## src/rtl/fetch_sequencer.sv

```systemverilog
// Program counter owner and single-outstanding instruction fetch sequencer with redirect/kill handling.
// Optional feature macro MISALIGN_TRAP_EN: misaligned redirect targets go to TRAP_VEC and pulse misalign_trap.
module fetch_sequencer #(
  parameter logic [31:0] RESET_PC = 32'h0000_0000
`ifdef MISALIGN_TRAP_EN
  , parameter logic [31:0] TRAP_VEC = 32'h0000_0100
`endif
) (
  input  logic        clk,
  input  logic        reset,
  input  logic        halt,
  input  logic        redirect_valid,
  input  logic [31:0] redirect_pc,
  input  logic        should_branch,
  input  logic        should_jump,
  input  logic [31:0] alu_res,
  input  logic [31:0] branch_offset,
  input  logic [31:0] jump_offset,
  output logic        imem_req,
  output logic [31:0] imem_addr,
  input  logic        imem_ready,
  input  logic        imem_rvalid,
  input  logic [31:0] imem_rdata,
  output logic        instr_valid,
  output logic [31:0] instr_out,
  output logic [31:0] instr_addr_out,
  input  logic        instr_ready,
  output logic        redirect_err,
  output logic        misalign_trap
);

  typedef enum logic [1:0] {
    S_FETCH = 2'd0,
    S_WAIT  = 2'd1,
    S_HOLD  = 2'd2
  } state_t;

  state_t      state_q, state_d;
  logic [31:0] pc_q, pc_d;
  logic [31:0] fetch_addr_q, fetch_addr_d;
  logic [31:0] instr_q, instr_d;
  logic [31:0] instr_addr_q, instr_addr_d;
  logic        kill_q, kill_d;
  logic        valid_q, valid_d;
  logic        err_q, err_d;

  logic               taken;
  logic signed [31:0] off_s;
  logic        [31:0] raw_tgt;
  logic        [31:0] tgt;

  // Jump wins over branch when both flags are set; offsets are two's complement.
  assign taken   = redirect_valid && (should_jump || (should_branch && (alu_res == 32'd0)));
  assign off_s   = should_jump ? jump_offset : branch_offset;
  assign raw_tgt = redirect_pc + off_s;

`ifdef MISALIGN_TRAP_EN
  logic misaligned;
  logic trap_q;

  assign misaligned = (raw_tgt[1:0] != 2'b00);
  assign tgt        = misaligned ? TRAP_VEC : raw_tgt;

  always_ff @(posedge clk) begin
    if (reset) begin
      trap_q <= 1'b0;
    end else begin
      trap_q <= taken && misaligned;
    end
  end

  assign misalign_trap = trap_q;
`else
  assign tgt           = raw_tgt & ~32'h0000_0003;
  assign misalign_trap = 1'b0;
`endif

  assign imem_req       = (state_q == S_FETCH) && !halt && !reset;
  assign imem_addr      = pc_q;
  assign instr_valid    = valid_q;
  assign instr_out      = instr_q;
  assign instr_addr_out = instr_addr_q;
  assign redirect_err   = err_q;

  always_comb begin
    state_d      = state_q;
    pc_d         = pc_q;
    fetch_addr_d = fetch_addr_q;
    kill_d       = kill_q;
    valid_d      = valid_q;
    instr_d      = instr_q;
    instr_addr_d = instr_addr_q;
    err_d        = err_q | (redirect_valid & should_branch & should_jump);

    case (state_q)
      S_FETCH: begin
        if (imem_req && imem_ready) begin
          fetch_addr_d = pc_q;
          state_d      = S_WAIT;
          kill_d       = taken;
        end
      end
      S_WAIT: begin
        if (imem_rvalid) begin
          // A word whose request predates a redirect is wrong-path and is dropped.
          if (kill_q || taken) begin
            kill_d  = 1'b0;
            state_d = S_FETCH;
          end else begin
            instr_d      = imem_rdata;
            instr_addr_d = fetch_addr_q;
            valid_d      = 1'b1;
            pc_d         = fetch_addr_q + 32'd4;
            state_d      = S_HOLD;
          end
        end else if (taken) begin
          kill_d = 1'b1;
        end
      end
      S_HOLD: begin
        if (taken || instr_ready) begin
          valid_d = 1'b0;
          state_d = S_FETCH;
        end
      end
      default: state_d = S_FETCH;
    endcase

    if (taken) begin
      pc_d = tgt;
    end
  end

  always_ff @(posedge clk) begin
    if (reset) begin
      state_q      <= S_FETCH;
      pc_q         <= RESET_PC;
      kill_q       <= 1'b0;
      valid_q      <= 1'b0;
      instr_q      <= 32'd0;
      instr_addr_q <= 32'd0;
      err_q        <= 1'b0;
    end else begin
      state_q      <= state_d;
      pc_q         <= pc_d;
      kill_q       <= kill_d;
      valid_q      <= valid_d;
      instr_q      <= instr_d;
      instr_addr_q <= instr_addr_d;
      err_q        <= err_d;
    end
  end

  always_ff @(posedge clk) begin
    fetch_addr_q <= fetch_addr_d;
  end

endmodule

```

## config.mk

```make
export PLATFORM = sky130hd
export DESIGN_NAME = fetch_sequencer
export DESIGN_NICKNAME = d
export VERILOG_FILES = /design/src/rtl/fetch_sequencer.sv
export SDC_FILE = /design/constraint.sdc
export NUM_CORES = 1
export LEC_CHECK = 0
export ABC_AREA = 1
export CAP_MARGIN = 20
export CORE_ASPECT_RATIO = 0.7
export CORE_MARGIN = 2
export CORE_UTILIZATION = 40
export CTS_BUF_LIST = sky130_fd_sc_hd__clkbuf_2
export DETAILED_ROUTE_END_ITERATION = 8
export DONT_BUFFER_PORTS = 1
export HOLD_SLACK_MARGIN = 0.02
export SLEW_MARGIN = 5
export SYNTH_ARGS = -nofsm -noshare
export SYNTH_HDL_FRONTEND = slang
export SYNTH_SLANG_ARGS = --single-unit
```

## constraint.sdc

```tcl
create_clock -name clk -period 3.1 [get_ports clk]
set_input_delay 0.465 -clock clk [delete_from_list [all_inputs] [get_ports clk]]
set_output_delay 0.465 -clock clk [all_outputs]
set_load 0.02 [all_outputs]
```

; Word level (Yosys, flattened, before mapping)
; Cells that the tools add are included.
[totals]
reg_bits = 133
inputBits = 169
output_inout_bits = 100
[op_classes]
mux = 19
n_bitwise = 4
n_reduce_logical = 23
eq_ne = 9
n_addsub = 2
[op_table]
columns = operator, count
row1 = $mux W32, 5
row2 = $add A32 B3 Y32 const B, 1
row3 = $add A32 B32 Y32, 1
row4 = $logic_not A32 Y1, 1
row5 = $reduce_and A3 Y1, 3
row6 = $mux W2, 4
row7 = $ne A2 B2 Y1 const B, 4
row8 = $reduce_and A4 Y1, 2
row9 = $reduce_bool A2 Y1, 4
row10 = $mux W1, 7
row11 = $ne A3 B3 Y1 const B, 2
row12 = $pmux W2 S3, 1
row13 = $logic_and A1 B1 Y1, 5
row14 = $pmux W1 S2, 2
row15 = $logic_or A1 B1 Y1, 3
row16 = $and A1 B1 Y1, 2
row17 = $eq A2 B1 Y1 const B, 1
row18 = $eq A2 B2 Y1 const B, 1
row19 = $logic_not A1 Y1, 2
row20 = $logic_not A2 Y1, 1
row21 = $ne A2 B1 Y1 const B, 1
row22 = $reduce_and A2 Y1, 1
row23 = $reduce_or A2 Y1, 1
row24 = $not A1 Y1, 1
row25 = $or A1 B1 Y1, 1

; Depth between registers and ports, before layout
; Gate-level depths: netlist (run 1).
[logic_depth]
ltp_word = 9
ltp_mapped = 21

; Worst setup path after synthesis (run 1)
; Ideal clock, no wire load.
[synth_path]
path_type = input-to-reg
start = in should_jump
end = reg pc_q[14] (netlist: imem_addr[14])
required_ns = 2.990
cell_stages = 17
arrival_ns = 2.274
setup_ns = 0.110
path_slack_ns = 0.716
cell_sequence = buf_6 inv_4 clkbuf_1 nand2_1 nand2_1 ha_1 a21oi_1 o21ai_0 inv_1 nand2_1 nand2_1 nand2_1 or2_1 nand3_1 o211ai_1 nand2_1 inv_1
[synth_via]
elab_chain_len = 5
word_cells_on_any_way = 10
[synth_lines]
columns = item, line_no
row1 = from (decl), 15  ; input logic should_jump,
row2 = "parallel branches: the longest is 5 deep, another holds $add A32 B32 Y32", --
row3 = to (signal assigned), 145  ; pc_q <= pc_d;
row4 = to (decl), 39  ; logic [31:0] pc_q, pc_d;
; Several ways; the timed one is not identified.
; A chain may end at the register's enable or synchronous reset.

; Worst setup path in the final report (run 1)
[layout_path]
start = reg fetch_addr_q[2]
end = reg pc_q[28] (netlist: imem_addr[28])
[layout_via]
elab_chain_len = 5
[layout_lines]
columns = item, line_no
row1 = from (decl), 40  ; logic [31:0] fetch_addr_q, fetch_addr_d;
row2 = from (signal assigned), 155  ; fetch_addr_q <= fetch_addr_d;
row3 = $add A32 B3 Y32, 113  ; pc_d = fetch_addr_q + 32'd4;
row4 = $mux W32, 106  ; if (kill_q || taken) begin
row5 = $mux W32, 104  ; if (imem_rvalid) begin
row6 = $mux W32, 95  ; case (state_q)
row7 = $mux W32, 129  ; if (taken) begin
; No other way between the ends. The select of a mux whose other input is x is not followed.

==> run summary, run 1 <==
final setup vio count: 0
clock-pin slew on the worst setup and hold paths: 0.21 ns
CTS tree: built
Reg2Reg Setup Slack: 0.87 ns
Synth cell types: 41
Wirelength per Cell: 16.60 µm
largest buffer count on any clock path: 2
Crit Path Max Fanout: 4
PD cells: 422.0 nW/µm²
clock period minus worst slack: 2.228 ns
Die Span X: 173.3 µm
number of synthesized register bits: 133
synthesized instance count: 1215
DRC: 0
largest net degree at the start of global routing: 73
total CTS buffers: 17
Leak: 3.640 nW
CP Class: reg -> reg
cts repair resizes: 0
max-cap viol count: 0
crit-path most repeated cell: nand2_1
Final HPWL DP: 19320 µm
fmax: 0.4489 GHz
Placed Area: 8210 µm²
Initial Util: 0.4064
Slew @ Worst Pin: 0.9789 ns
cell-internal power: 2.412 mW
final slew viol count: 0
status: complete, no violations
# rows: 43
Combinational Power Share: 0.205
Detailed Route WL: 25280 µm
io pins: 269
cell area after layout: 8828 µm²
Syn-to-layout area delta: 10.03%
remaining global-route overflow: 0
Die ar.: 21230 µm²
Relative slew margins: 0.3467
Iter 0 DRT Violations: 763
Sw Ratio: 0.3526
multi-input logic area: 4503 µm²
Core ar.: 19750 µm²
Clk network pwr share: 0.266
Worst path slowest cell: edfxtp_1
Placer Congestion: 0.8931
period utilization: 0.7186
Hold Path Class: in -> reg
Sequential Area: 2983 µm²
CP Capture Type: flip-flop
post-route antenna net violation count: 0
Mean Syn Cell Area: 6.604 µm²
Post-Route Skew: 0.04576 ns
R2R Path End: imem_addr[28]
crit-path max cell delay: 0.51 ns
fin util: 0.4471
CP startpoint: fetch_addr_q[2]
Root Buffer: clkbuf_2
drt first pass iters: 5
WP data required: 3.72 ns
# fillers: 2130
IO Port Bufs: 0
TNS Setup: 0 ns
sw power: 1.313 mW
Final Hold Viols: 0
VDD IR-drop max: 0.2426 mV
initial antenna violation count: 1
R2R cell count: 13
global-route wire length before repair: 38460 µm
syn nets: 1415
Reg power frac: 0.529
vias after detailed routing: 7969
crit path to: imem_addr[28]
Reg2Reg Launch Point: fetch_addr_q[2]
Die Y: 122.5 µm
crit-path cells: ha_1 -> inv_1 -> nor2_2 -> nand2_1 -> nor2_2 -> nand2_1 -> nand2_1 -> nand2_1 -> inv_1 -> nand4_1 -> nor2_1 -> nor2_1 -> a21oi_1
Syn. warnings: 0
htree depth: 4
Clock Latency Late Sink: 0.69 ns
layout cells sized above 1: 0.04952
Post-Syn Area: 8024 µm²
RSZ-0062 raised after global routing: no
Crit path arrival time: 2.85 ns
Total GRT Usage: 0.2322
vias in the first global route: 7103
sequential-to-total area share from yosys stat: 0.3717
Sink Count: 133
vias per inst: 5.232
Layout Nets: 1439
critical path launch point type: flip-flop
==> final cells by class <==
class / instances / area share
multi-input combinational: 959 / 0.5101
sequential: 133 / 0.3379
timing repair buffer: 47 / 0.05414
tap: 270 / 0.03827
inverter: 81 / 0.03472
clock inverter: 14 / 0.01446
clock buffer: 18 / 0.01020
antenna: 1 / 0.0002834
==> cells by family (layout without fill, tap and decap cells) <==
logic type / Yosys count / after routing / synth area share
other: 1 / 2 / 0.0004674
AOI/OAI and AO/OA: 207 / 207 / 0.1371
xor gates and xnor gates: 23 / 23 / 0.02510
adders and majority gates: 31 / 31 / 0.04834
DFF: 133 / 133 / 0.3717
and+or+nand+nor: 697 / 697 / 0.3502
buffers and inverters: 123 / 160 / 0.06705
==> flip-flops by register name, indices dropped and copies added (netlist names) <==
signal and count:
redirect_err 1, state_q 2, instr_out 32, imem_addr 32, kill_q 1, instr_addr_out 32, fetch_addr_q 32, instr_valid 1
==> through the flow <==
| stage | total power [mW] | cells | hold WS [ns] | worst slack [ns] |
|---|---|---|---|---|
| finish | 3.725 | 1523 | 0.1261 | 0.8724 |
| global route | 3.939 | 1523 | 0.08169 | 0.7213 |
| CTS | 3.760 | 1522 | 0.05271 | 0.9384 |
| detailed placement | 2.703 | 1452 | 0.5228 | 0.5799 |
| global placement | 2.698 | 1452 | 0.5243 | 0.5784 |
| floorplan | 2.528 | 1215 | 0.4932 | 0.7164 |
==> routing by layer <==
layer	track usage	wire (µm)	up-vias
li1	-	-	4009
met3	0.07001	2640	16
met4	0.05085	233	0
met2	0.3388	10320	338
met1	0.3360	12080	3606
met5	0	0	-
==> cell usage after synthesis (all sizes together) <==
library cell / n / share of area
buf: 25 / 0.021
o21a: 2 / 0.0019
a21oi: 130 / 0.081
o211ai: 3 / 0.0028
nand3b: 3 / 0.0028
a41oi: 4 / 0.0044
edfxtp: 32 / 0.12
a21o: 3 / 0.0028
o221ai: 1 / 0.0011
xor2: 17 / 0.019
nand2: 454 / 0.21
clkbuf: 17 / 0.0080
o21ai: 49 / 0.031
ha: 31 / 0.048
a211oi: 1 / 0.00094
xnor2: 6 / 0.0065
nor3: 10 / 0.0081
and2: 1 / 0.00078
o21bai: 4 / 0.0037
nand4: 8 / 0.0062
a31oi: 10 / 0.0078
conb: 1 / 0.00047
inv: 81 / 0.038
and3: 1 / 0.00078
nor2: 153 / 0.073
or2: 5 / 0.0039
dfxtp: 101 / 0.25
nand3: 60 / 0.039
nor4: 2 / 0.0016
==> power by group through the flow <==
stage	Sequential, mW	Clock, mW	Combinational [mW]
finish	1.97	0.990	0.763
global route	1.98	1.10	0.859
CTS	1.97	1.03	0.755
detailed placement	2.01	0	0.693
global placement	2.01	0	0.689
floorplan	1.97	0	0.556
==> placed cells by master (no fill, tap or decap), types with 3 or more instances in the layout <==
| cell | instances |
|---|---|
| inv_2 | 3 |
| o21bai_1 | 4 |
| xor2_1 | 17 |
| nand3b_1 | 3 |
| nor2_1 | 149 |
| buf_4 | 8 |
| or2_2 | 3 |
| dlygate4sd3_1 | 37 |
| nor2_2 | 3 |
| xnor2_1 | 6 |
| o211ai_1 | 3 |
| a31oi_1 | 10 |
| clkinvlp_4 | 6 |
| nor3_2 | 3 |
| inv_6 | 4 |
| a41oi_1 | 4 |
| inv_1 | 77 |
| nor3_1 | 7 |
| ha_1 | 31 |
| nand2_2 | 5 |
| o21ai_0 | 47 |
| a21o_1 | 3 |
| dfxtp_1 | 101 |
| nand4_1 | 8 |
| clkbuf_2 | 18 |
| nand2_1 | 449 |
| nand3_1 | 58 |
| a21oi_1 | 130 |
| edfxtp_1 | 32 |
==> worst min-delay path by stage <==
stage	startpoint	to	slack, ns	cells past startpoint
after global routing	imem_rvalid	imem_addr[27]	0.08	3
final	reset	state_q[1]	0.13	2
after floorplan	fetch_addr_q[0]	imem_addr[0]	0.49	2
after global placement	fetch_addr_q[0]	imem_addr[0]	0.52	2
after detailed placement	fetch_addr_q[1]	instr_addr_out[1]	0.52	2
after CTS	imem_rvalid	kill_q	0.05	5
==> worst max-delay path, delay by kind of cell (launching register included) <==
kind	cells	cell delay, ns
AO/OA/AOI/OAI	1	0.13
AND/OR/NAND/NOR	9	1.08
buffers and inverters	2	0.17
flip-flops	1	0.51
adder cells (fa/ha/maj)	1	0.31
==> what timing repair did <==
item,4_1_cts,5_1_grt
buffers inserted,0,0
endpoints found under the hold margin,79,0
hold buffers,38,0
No activity file was read; power rests on OpenSTA's default activity.
==> inputs of run 2 (changes only) <==
Clock period 3.1 ns to 2.1 ns, I/O delays scaled along.
==> run summary, run 2 (synthesis results as in run 1) <==
status: complete, no violations
sw power: 1.938 mW (+48%)
fin util: 0.4976 (+0.05044)
Placed Area: 8985 µm² (+9.4%)
# rows: 43 (unchanged)
WP data required: 2.67 ns (-1.05 ns)
multi-input logic area: 4516 µm² (+0.28%)
most common cell after layout, fill and taps aside: nand2_1
cell area after layout: 9824 µm² (+11%)
post-route antenna net violation count: 0 (unchanged)
Post-Route Skew: 0.03943 ns (-0.006336 ns)
Die Y: 122.5 µm (unchanged)
IO Port Bufs: 0 (unchanged)
critical path launch point type: flip-flop
fmax: 0.5059 GHz (+13%)
Clk network pwr share: 0.328 (+0.062)
Slew @ Worst Pin: 0.5149 ns (-0.4640 ns)
VDD IR-drop max: 0.4099 mV (+69%)
total CTS buffers: 17 (unchanged)
# fillers: 2072 (-2.7%)
io pins: 269 (unchanged)
Sw Ratio: 0.3010 (-0.05155)
Core ar.: 19750 µm² (unchanged)
largest net degree at the start of global routing: 75 (+2.7%)
layout cells sized above 1: 0.1202 (+0.07069)
Crit path arrival time: 2.55 ns (-0.30 ns)
Detailed Route WL: 25890 µm (+2.4%)
Crit Path Max Fanout: 5 (+1)
Initial Util: 0.4064 (unchanged)
commonest cells after routing, fill and taps aside: 449 x nand2_1, 148 x nor2_1, 130 x a21oi_1
initial antenna violation count: 1 (unchanged)
cell-internal power: 4.500 mW (+87%)
global-route wire length before repair: 40410 µm (+5.1%)
Total GRT Usage: 0.2406 (+0.008414)
Placer Congestion: 0.9511 (+6.5%)
clock period minus worst slack: 1.977 ns (-0.2510 ns)
clock-pin slew on the worst setup and hold paths: 0.20 ns (about the same)
Syn-to-layout area delta: 22.44%
CP Class: reg -> reg
met2 Use GR: 0.3643 (+0.02550)
Reg power frac: 0.452 (-0.077)
period utilization: 0.9413 (+0.2227)
remaining global-route overflow: 0 (unchanged)
Iter 0 DRT Violations: 657 (-14%)
vias after detailed routing: 8298 (+4.1%)
Die ar.: 21230 µm² (unchanged)
Die Span X: 173.3 µm (unchanged)
Sequential Area: 2983 µm² (unchanged)
Final Hold Viols: 0 (unchanged)
Relative slew margins: 0.6541 (+0.3074)
met3 Use GR: 0.07776 (+0.007745)
dpl ws: -0.2765 ns (-0.8564 ns)
hold slack: 0.09634 ns (-0.02976 ns)
met1 Use GR: 0.3405 (+0.004501)
Wirelength per Cell: 15.88 µm (-4.3%)
drt first pass iters: 5 (unchanged)
Hold Path Class: in -> reg
DRC: 0 (unchanged)
Combinational Power Share: 0.221 (+0.016)
final setup vio count: 0 (unchanged)
PD cells: 655.4 nW/µm² (+55%)
max-cap viol count: 0 (unchanged)
final slew viol count: 0 (unchanged)
Final HPWL DP: 20140 µm (+4.2%)
htree depth: 4 (unchanged)
GRT Max-Usage Layer: met2
Sink Count: 133 (unchanged)
Leak: 4.215 nW (+16%)
CP Capture Type: flip-flop
vias in the first global route: 7598 (+7.0%)
setup slack after layout: 0.1234 ns (-0.7490 ns)
CTS tree: built
Clock Latency Late Sink: 0.69 ns (about the same)
largest buffer count on any clock path: 2 (unchanged)
Root Buffer: clkbuf_2
Layout Nets: 1543 (+7.2%)
vias per inst: 5.091 (-2.7%)
==> run 2: worst paths after layout <==
path	from	cells past startpoint	slack [ns]	endpoint
worst max register to register	fetch_addr_q[22]	8	0.12	imem_addr[23]
worst min-delay path	redirect_pc[28]	5	0.1	imem_addr[28]
worst min register to register	instr_out[29]	2	0.58	instr_out[29]
worst max-delay path	fetch_addr_q[22]	8	0.12	imem_addr[23]
==> run 2: timing repair <==
| action | 4_1_cts | 5_1_grt |
|---|---|---|
| resized for setup | 0 | 4 |
| endpoints found under the hold margin | 84 | 0 |
| buffers inserted | 0 | 4 |
| endpoints found under the setup margin | 0 | 7 |
| hold buffers | 42 | 0 |
==> run 2: final cells by class <==
| cell class | instances | share of cell area |
|---|---|---|
| multi-input combinational | 959 | 0.4596 |
| sequential | 133 | 0.3036 |
| timing repair buffer | 151 | 0.1346 |
| tap | 270 | 0.03439 |
| inverter | 81 | 0.03158 |
| clock inverter | 14 | 0.02598 |
| clock buffer | 18 | 0.009170 |
| antenna | 4 | 0.001019 |
==> run 2: power by group through the flow <==
stage               clock network (mW)  registers (mW)  logic (mW)
floorplan                            0            2.91       0.822
global placement                     0            2.96        1.30
CTS                               2.16            2.91        1.41
finish                            2.11            2.91        1.42
detailed placement                   0            2.96        1.31
global route                      2.28            2.92        1.59
==> run 2: metal layers <==
metal	share of wire	wire length, µm	up-vias
met5	0	0	-
li1	-	-	4216
met4	0.0061	158	0
met3	0.093	2402	21
met2	0.42	10890	293
met1	0.48	12440	3768
==> run 2: per-stage QoR <==
step / instances / setup TNS, ns / total power, mW
finish: 1630 / 0 / 6.439
global route: 1630 / -0.03311 / 6.795
CTS: 1622 / 0 / 6.487
detailed placement: 1548 / -3.196 / 4.276
global placement: 1548 / -2.467 / 4.266
floorplan: 1215 / -0.07810 / 3.734
==> run 2: critical path, cell delays in order (launching register included) <==
cell and delay, ns:
edfxtp_1 0.49, nand2_1 0.10, nor2_1 0.22, nand2_1 0.17, nor3_1 0.48, xnor2_1 0.18
o21ai_1 0.09, nor2_1 0.11, nor2_1 0.04
